File: config.mk
export PLATFORM = sky130hd
export DESIGN_NAME = ice40_ws2812_strip_top
export DESIGN_NICKNAME = d
export VERILOG_FILES = /design/src/rtl/ice40_ws2812_strip_top.sv
export SDC_FILE = /design/constraint.sdc
export NUM_CORES = 1
export LEC_CHECK = 0
export CORE_UTILIZATION = 45
export DETAILED_ROUTE_END_ITERATION = 10
export PLACE_DENSITY = 0.59
export RECOVER_POWER = 25
export SLEW_MARGIN = 40
export SYNTH_ARGS = -nofsm -noshare
export SYNTH_HDL_FRONTEND = slang
export SYNTH_SLANG_ARGS = --single-unit
File: constraint.sdc
create_clock -name CLK -period 2.4 [get_ports CLK]
set_input_delay 0.36 -clock CLK [delete_from_list [all_inputs] [get_ports CLK]]
set_output_delay 0.36 -clock CLK [all_outputs]
set_load 0.03 [all_outputs]
File: src/rtl/ice40_ws2812_strip_top.sv
// iCE40 top level: streams a 216-byte G,R,B frame buffer to a WS2812 strip, MSB first, with a
// latch gap between frames. Define STRIP_INVERT_EN when driving through an inverting level shifter.
module ice40_ws2812_strip_top #(
   parameter int NUM_LEDS  = 72,
   parameter int BIT_CYC   = 20,
   parameter int T0H_CYC   = 6,
   parameter int T1H_CYC   = 13,
   parameter int LATCH_CYC = 1000
) (
   input  logic CLK,
   input  logic RST_N,
   output logic PIN_1,
   output logic USBPU
);

   localparam int NUM_BYTES = NUM_LEDS * 3;

   localparam logic [1:0] S_LATCH = 2'd0;
   localparam logic [1:0] S_FETCH = 2'd1;
   localparam logic [1:0] S_BIT   = 2'd2;

   localparam logic [4:0]  BIT_LAST   = 5'(BIT_CYC - 1);
   localparam logic [4:0]  T0H        = 5'(T0H_CYC);
   localparam logic [4:0]  T1H        = 5'(T1H_CYC);
   localparam logic [7:0]  BYTE_LAST  = 8'(NUM_BYTES - 1);
   localparam logic [10:0] LATCH_LAST = 11'(LATCH_CYC - 1);

`ifdef STRIP_INVERT_EN
   localparam logic IDLE_LVL = 1'b1;
`else
   localparam logic IDLE_LVL = 1'b0;
`endif

   // Frame buffer; filled externally, never cleared by reset.
   logic [7:0]  mem [0:NUM_BYTES-1];

   logic [1:0]  state_q,     state_d;
   logic [10:0] latch_cnt_q, latch_cnt_d;
   logic [7:0]  byte_idx_q,  byte_idx_d;
   logic [2:0]  bit_idx_q,   bit_idx_d;
   logic [4:0]  bit_cnt_q,   bit_cnt_d;
   logic [7:0]  shift_q;
   logic        pin_q,       pin_d;
   logic        load_s;
   logic        shift_en_s;
   logic        wave_s;
   logic [7:0]  rd_addr_s;

   // Next-state logic: latch gap, first-byte fetch, then contiguous bit slots with byte prefetch.
   always_comb begin
      state_d     = state_q;
      latch_cnt_d = latch_cnt_q;
      byte_idx_d  = byte_idx_q;
      bit_idx_d   = bit_idx_q;
      bit_cnt_d   = bit_cnt_q;
      load_s      = 1'b0;
      shift_en_s  = 1'b0;
      rd_addr_s   = byte_idx_q;
      case (state_q)
         S_LATCH: begin
            if (latch_cnt_q == LATCH_LAST) begin
               state_d     = S_FETCH;
               latch_cnt_d = 11'd0;
            end else begin
               latch_cnt_d = latch_cnt_q + 11'd1;
            end
         end
         S_FETCH: begin
            state_d   = S_BIT;
            load_s    = 1'b1;
            bit_cnt_d = 5'd0;
            bit_idx_d = 3'd7;
         end
         S_BIT: begin
            if (bit_cnt_q != BIT_LAST) begin
               bit_cnt_d = bit_cnt_q + 5'd1;
            end else begin
               bit_cnt_d = 5'd0;
               if (bit_idx_q != 3'd0) begin
                  bit_idx_d  = bit_idx_q - 3'd1;
                  shift_en_s = 1'b1;
               end else if (byte_idx_q == BYTE_LAST) begin
                  state_d     = S_LATCH;
                  latch_cnt_d = 11'd0;
                  byte_idx_d  = 8'd0;
                  bit_idx_d   = 3'd7;
               end else begin
                  // Next byte is read at the slot boundary so no idle cycle appears between bytes.
                  byte_idx_d = byte_idx_q + 8'd1;
                  rd_addr_s  = byte_idx_q + 8'd1;
                  bit_idx_d  = 3'd7;
                  load_s     = 1'b1;
               end
            end
         end
         default: begin
            state_d     = S_LATCH;
            latch_cnt_d = 11'd0;
            byte_idx_d  = 8'd0;
            bit_idx_d   = 3'd7;
            bit_cnt_d   = 5'd0;
         end
      endcase

      // Output level for the coming cycle; a new slot always starts high, whatever its bit.
      if (state_d != S_BIT) begin
         wave_s = 1'b0;
      end else if (bit_cnt_d == 5'd0) begin
         wave_s = 1'b1;
      end else if (shift_q[7]) begin
         wave_s = (bit_cnt_d < T1H);
      end else begin
         wave_s = (bit_cnt_d < T0H);
      end
      pin_d = wave_s ^ IDLE_LVL;
   end

   // Control state and registered strip output.
   always_ff @(posedge CLK or negedge RST_N) begin
      if (!RST_N) begin
         state_q     <= S_LATCH;
         latch_cnt_q <= 11'd0;
         byte_idx_q  <= 8'd0;
         bit_idx_q   <= 3'd7;
         bit_cnt_q   <= 5'd0;
         pin_q       <= IDLE_LVL;
      end else begin
         state_q     <= state_d;
         latch_cnt_q <= latch_cnt_d;
         byte_idx_q  <= byte_idx_d;
         bit_idx_q   <= bit_idx_d;
         bit_cnt_q   <= bit_cnt_d;
         pin_q       <= pin_d;
      end
   end

   // Synchronous frame-memory read straight into the shift register; current bit is shift_q[7].
   always_ff @(posedge CLK or negedge RST_N) begin
      if (!RST_N) begin
         shift_q <= 8'h00;
      end else if (load_s) begin
         shift_q <= mem[rd_addr_s];
      end else if (shift_en_s) begin
         shift_q <= {shift_q[6:0], 1'b0};
      end else begin
         shift_q <= shift_q;
      end
   end

   assign PIN_1 = pin_q;
   assign USBPU = 1'b0;

endmodule

Word-level counts from Yosys, hierarchy flattened:

Cells that the tools add are included.

* add/subtract/negate cells: 4
* $lt $le $gt $ge: 2
* equality and inequality tests: 9
* multiplexer cells: 31
* bitwise gates (word level): 3
* reduce and logical (&&, ||, !) cells: 8

Operators by type and width (count)
* 11-bit 2-to-1 mux: 4
* 8-bit 2-to-1 mux: 5
* 11-bit case mux with 3 select lines: 1
* 8-bit case mux with 2 select lines: 1
* 11-bit by 1-bit adder with 11-bit output (second input constant): 1
* 11-bit by 10-bit == test with 1-bit output (second input constant): 1
* 5-bit case mux with 2 select lines: 1
* 1-bit 2-to-1 mux: 9
* 8-bit by 1-bit adder with 8-bit output (second input constant): 1
* 8-bit == test (second input constant): 1
* 2-bit 2-to-1 mux: 4
* 2-bit inequality test (second input constant): 4
* 3-bit 2-to-1 mux: 2
* 2-bit case mux with 3 select lines: 1
* 3-bit case mux with 2 select lines: 1
* 5-bit by 1-bit adder with 5-bit output (second input constant): 1
* 5-bit zero test: 1
* 5-bit by 3-bit less-than comparator with 1-bit output (second input constant): 1
* 5-bit by 4-bit less-than comparator with 1-bit output (second input constant): 1
* 5-bit 2-to-1 mux: 1
* 5-bit inequality test (second input constant): 1
* 4-bit AND reduction: 1
* 1-bit NOT: 3
* 3-bit AND reduction: 1
* other kinds (9): 9

* register bits after elaboration: 38
* input port bits: 2
* output and inout bits: 2
* word-level logic and storage cells: 64

Longest topological paths before layout:

* word-level depth: 7
* mapped depth: 7
* mapped depth without buffers: 7

Worst setup path before layout:

Ideal clock, no wire load.

* path type: reg2reg
* from: register bit_idx_q[0]
* to: register pin_q (netlist: PIN_1)
* setup time: 111 ps
* arrival: 1745 ps
* data required time: 2289 ps
* setup slack: 544 ps
* stages on the path, launching flop included: 7
* buffers on the path: 0
* clock period less this slack: 1856 ps
* path through: dfstp_2 -> inv_1 -> ha_1 -> nor2b_1 -> a41o_1 -> mux2_4 -> a2111oi_2

* longest elaborated chain between the ends: 6

RTL lines
* start, declared: RTL line 40 `logic [2:0] bit_idx_q, bit_idx_d;`
* start signal, assigned: RTL line 131 `bit_idx_q <= bit_idx_d;`
* 3-bit nonzero test: RTL line 79 `if (bit_idx_q != 3'd0) begin`
* 2-bit 2-to-1 mux: RTL line 79
* 2-bit 2-to-1 mux: RTL line 75 `if (bit_cnt_q != BIT_LAST) begin`
* 2-bit case mux with 3 select lines: RTL line 59 `case (state_q)`
* 2-bit inequality test: RTL line 106 `if (state_d != S_BIT) begin`
* 1-bit 2-to-1 mux: RTL line 106
* named net pin_d: RTL line 43 `logic pin_q, pin_d;`
* end signal, assigned: RTL line 133 `pin_q <= pin_d;`
* end, declared: RTL line 43

The timed path passes the listed nets, and every way through them passes these cells.
A chain may end at the register's enable or synchronous reset.

Worst setup path in the final report:

Same ends and word-level chain as after synthesis.

==> metrics.txt <==
IO Pins=4; CTS tree=yes; Commonest cells post-synth=27 x dfrtp_1, 13 x nand2_1, 11 x a21oi_1; area of the multi-input gates=between 900 and 1000 sq um; CTS Hold Bufs=0; # setup viols final=0; Worst Path Class, Setup=flop to flop; vias in the first global route=1314; initial antenna violation count=0; count leader, synth=dfrtp_1; fin nets=191; placed cells=225; share of post-route cells with drive strength above 1=0.1189; Worst Hold Class=flop to flop; Core ar.=3661 sq um; Post-Syn Instances=between 150 and 200; post-CTS resize count=0; final wirelength=3.492 mm; Warnings, synthesis=0; fmax=~500 MHz; Slew Viols, Final=0; Leakage=between 0.9 and 1 nW; total power=0.9376 mW; Final Skew=0.003408 ns; worst r2r path cells=6; fill count=350; worst r2r src=bit_idx_q[0]; root buf cell=clkbuf_8; Crit. Startpoint=bit_idx_q[0]; post-route clock period utilization=0.8277; final design utilization=0.5167; Die Span Y=~64 um; flop and latch count out of synthesis=30; Port Buf Inserts=2; die width=63.83 um; Total Routing Usage GR=0.1968; Diodes inserted=0; most used flip-flop cell after synthesis=dfrtp_1; total grt overflow=0; Max stage delay on crit path=0.53 ns; worst hold path depth=1; Worst-Margin Slew=0.6044 ns; first-pass GRT wire length=6.113 mm; Crit. End Element=flop; DR iter-0 viols=74; area share of the largest cell type after synthesis=0.3927; setup TNS=0 ns; Worst Setup Start Kind=flop; Synthesized Nets=184; Seq/Total Area, Yosys=0.4385; initial core utilization=0.4699; synth unique cells=between 50 and 60; required time of the critical path=2.56 ns; ranking of synthesized cells by area=dfrtp_1 39%, dfstp_2 4.6%, ha_1 3.6%; Sequential Area=754.5 sq um; Worst Path Arrival=2.14 ns; via count=between 1000 and 1500; area leader, netlist=dfrtp_1; pwr dens=495.6 nW/um^2; Final ANT Viol Nets=0; crit path cell chain=inv_1 > ha_1 > nor2b_1 > a41o_1 > mux2_4 > a2111oi_2; first-pass detailed-route iteration total=4; via-per-instance ratio=5.944; die area=4074 sq um; P&R area growth vs syn=9.963%; status=complete, no violations; H-tree depth=2; Worst-path clk slew=about 0.060 ns; Final Wtd Congestion=0.7807; Final Hold Viols=0; Tmin final=1.987 ns; hpwl dp=2.449 mm; largest net degree at the start of global routing=31; number of flops mapped to enable cells by yosys=0; postcts setup bufs=0; Slew headroom=0.5971; Max-Cap Viols=0; Routed WL per cell=approximately 15 um; clk buf depth=2; unrepaired setup endpoints after global routing=no; Clock Latency Late Sink=roughly 0.28 ns; ys async rst share=1.000; Max FO, Critical Path=4; Non-Filler Instances=around 230; slowest stage cell, crit path=dfstp_2; Residual DRC=0; Hold Startpoint=byte_idx_q[6]; mapped cell area=1720 sq um; Peak VDD IR=between 0.3 and 0.4 mV; Avg Inst Size Synth=around 9.7 sq um; Clock Sinks=30; Num CTS Buffers=5; site row count=22
==> path summary, 6_finish.rpt <==
| path | end | slack, ns |
|---|---|---|
| max reg2reg | PIN_1 | 0.41 |
| max | PIN_1 | 0.41 |
| min in group asynchronous | byte_idx_q[7] | 0.55 |
| max in group asynchronous | bit_idx_q[0] | 1.54 |
| min reg2reg | byte_idx_q[6] | 0.52 |
| min | byte_idx_q[6] | 0.52 |
==> power breakdown <==
| part | internal (mW) | leakage [nW] | switching, mW | total, mW |
|---|---|---|---|---|
| sequential | 0.506 | 0.394 | 0 | 0.506 |
| combinational | 0.00216 | 0.459 | 0.0117 | 0.0138 |
| clock | 0.231 | 0.0482 | 0.187 | 0.418 |
| total | 0.739 | 0.901 | 0.198 | 0.938 |
==> cells by family after synthesis <==
group,count (synthesis),share of synthesized area
other,1,0.002180
AND/OR/NAND/NOR,76,0.2589
adder cells (fa/ha/maj),5,0.03636
XOR/XNOR,5,0.02546
AO/OA/AOI/OAI,44,0.1833
flip-flops,30,0.4385
multiplexers,3,0.02109
buffers and inverters,13,0.03418
==> state kept, by name (all words and copies together), names as in the netlist <==
signal and flops:
bit_cnt_q 5, state_q 2, byte_idx_q 8, latch_cnt_q 11
PIN_1 1, bit_idx_q 3
==> critical path: cells and delay by family, from the launching register on <==
kind,cells,cell delay (ns)
adder cells (fa/ha/maj),1,0.21
AND/OR/NAND/NOR,1,0.16
flip-flops,1,0.53
buffers and inverters,1,0.06
multiplexers,1,0.31
AO/OA/AOI/OAI,2,0.60
==> final cells by class <==
type                    instances  area share
inverters                       7     0.01521
well taps                      48     0.03175
flip-flops and latches         30      0.3988
repair buffers                  6     0.02646
clock inverters                 1    0.002646
multi-input cells             134      0.4795
clock buffers                   7     0.04564
==> stage by stage <==
step,hold slack [ns],instance area [sq um],worst slack [ns]
finish,0.5212,1892,0.4135
floorplan,0.06441,1720,0.5441
global route,0.5380,1892,0.3181
global placement,0.5021,1800,0.5031
detailed placement,0.5162,1800,0.4435
CTS,0.4864,1892,0.4233
==> cells in the final DEF (no fill, tap or decap), types with 2 or more instances in the layout <==
master / netlist / routed
dfrtp_1: 27 / 27
nand2_1: 13 / 13
a21oi_1: 11 / 11
nor2_1: 9 / 9
and3_1: 8 / 8
nand4_1: 7 / 7
inv_1: 6 / 6
o21ai_0: 6 / 6
nor3_1: 6 / 6
nand3_1: 6 / 6
clkbuf_8: 0 / 6
a22o_1: 5 / 5
a211o_1: 5 / 5
ha_1: 5 / 5
nor2b_1: 4 / 4
a31oi_1: 4 / 4
buf_4: 1 / 4
xor2_1: 3 / 3
or3_1: 3 / 3
nand3b_1: 3 / 3
dfstp_2: 3 / 3
and2b_1: 2 / 2
and4_1: 2 / 2
nand2b_1: 2 / 2
o22ai_1: 2 / 2
nor3b_1: 2 / 2
xnor2_1: 2 / 2
a21o_1: 2 / 2
==> per-layer routing <==
metal  GRT usage  up-vias  routed length, um
met5           0        -                  0
met4     0.07102        0                 34
met3     0.05000        4                 97
met2      0.3271       21               1704
met1      0.2457      681               1657
li1            -      679                  -
Note: power is estimated with default switching activity, not from simulation.
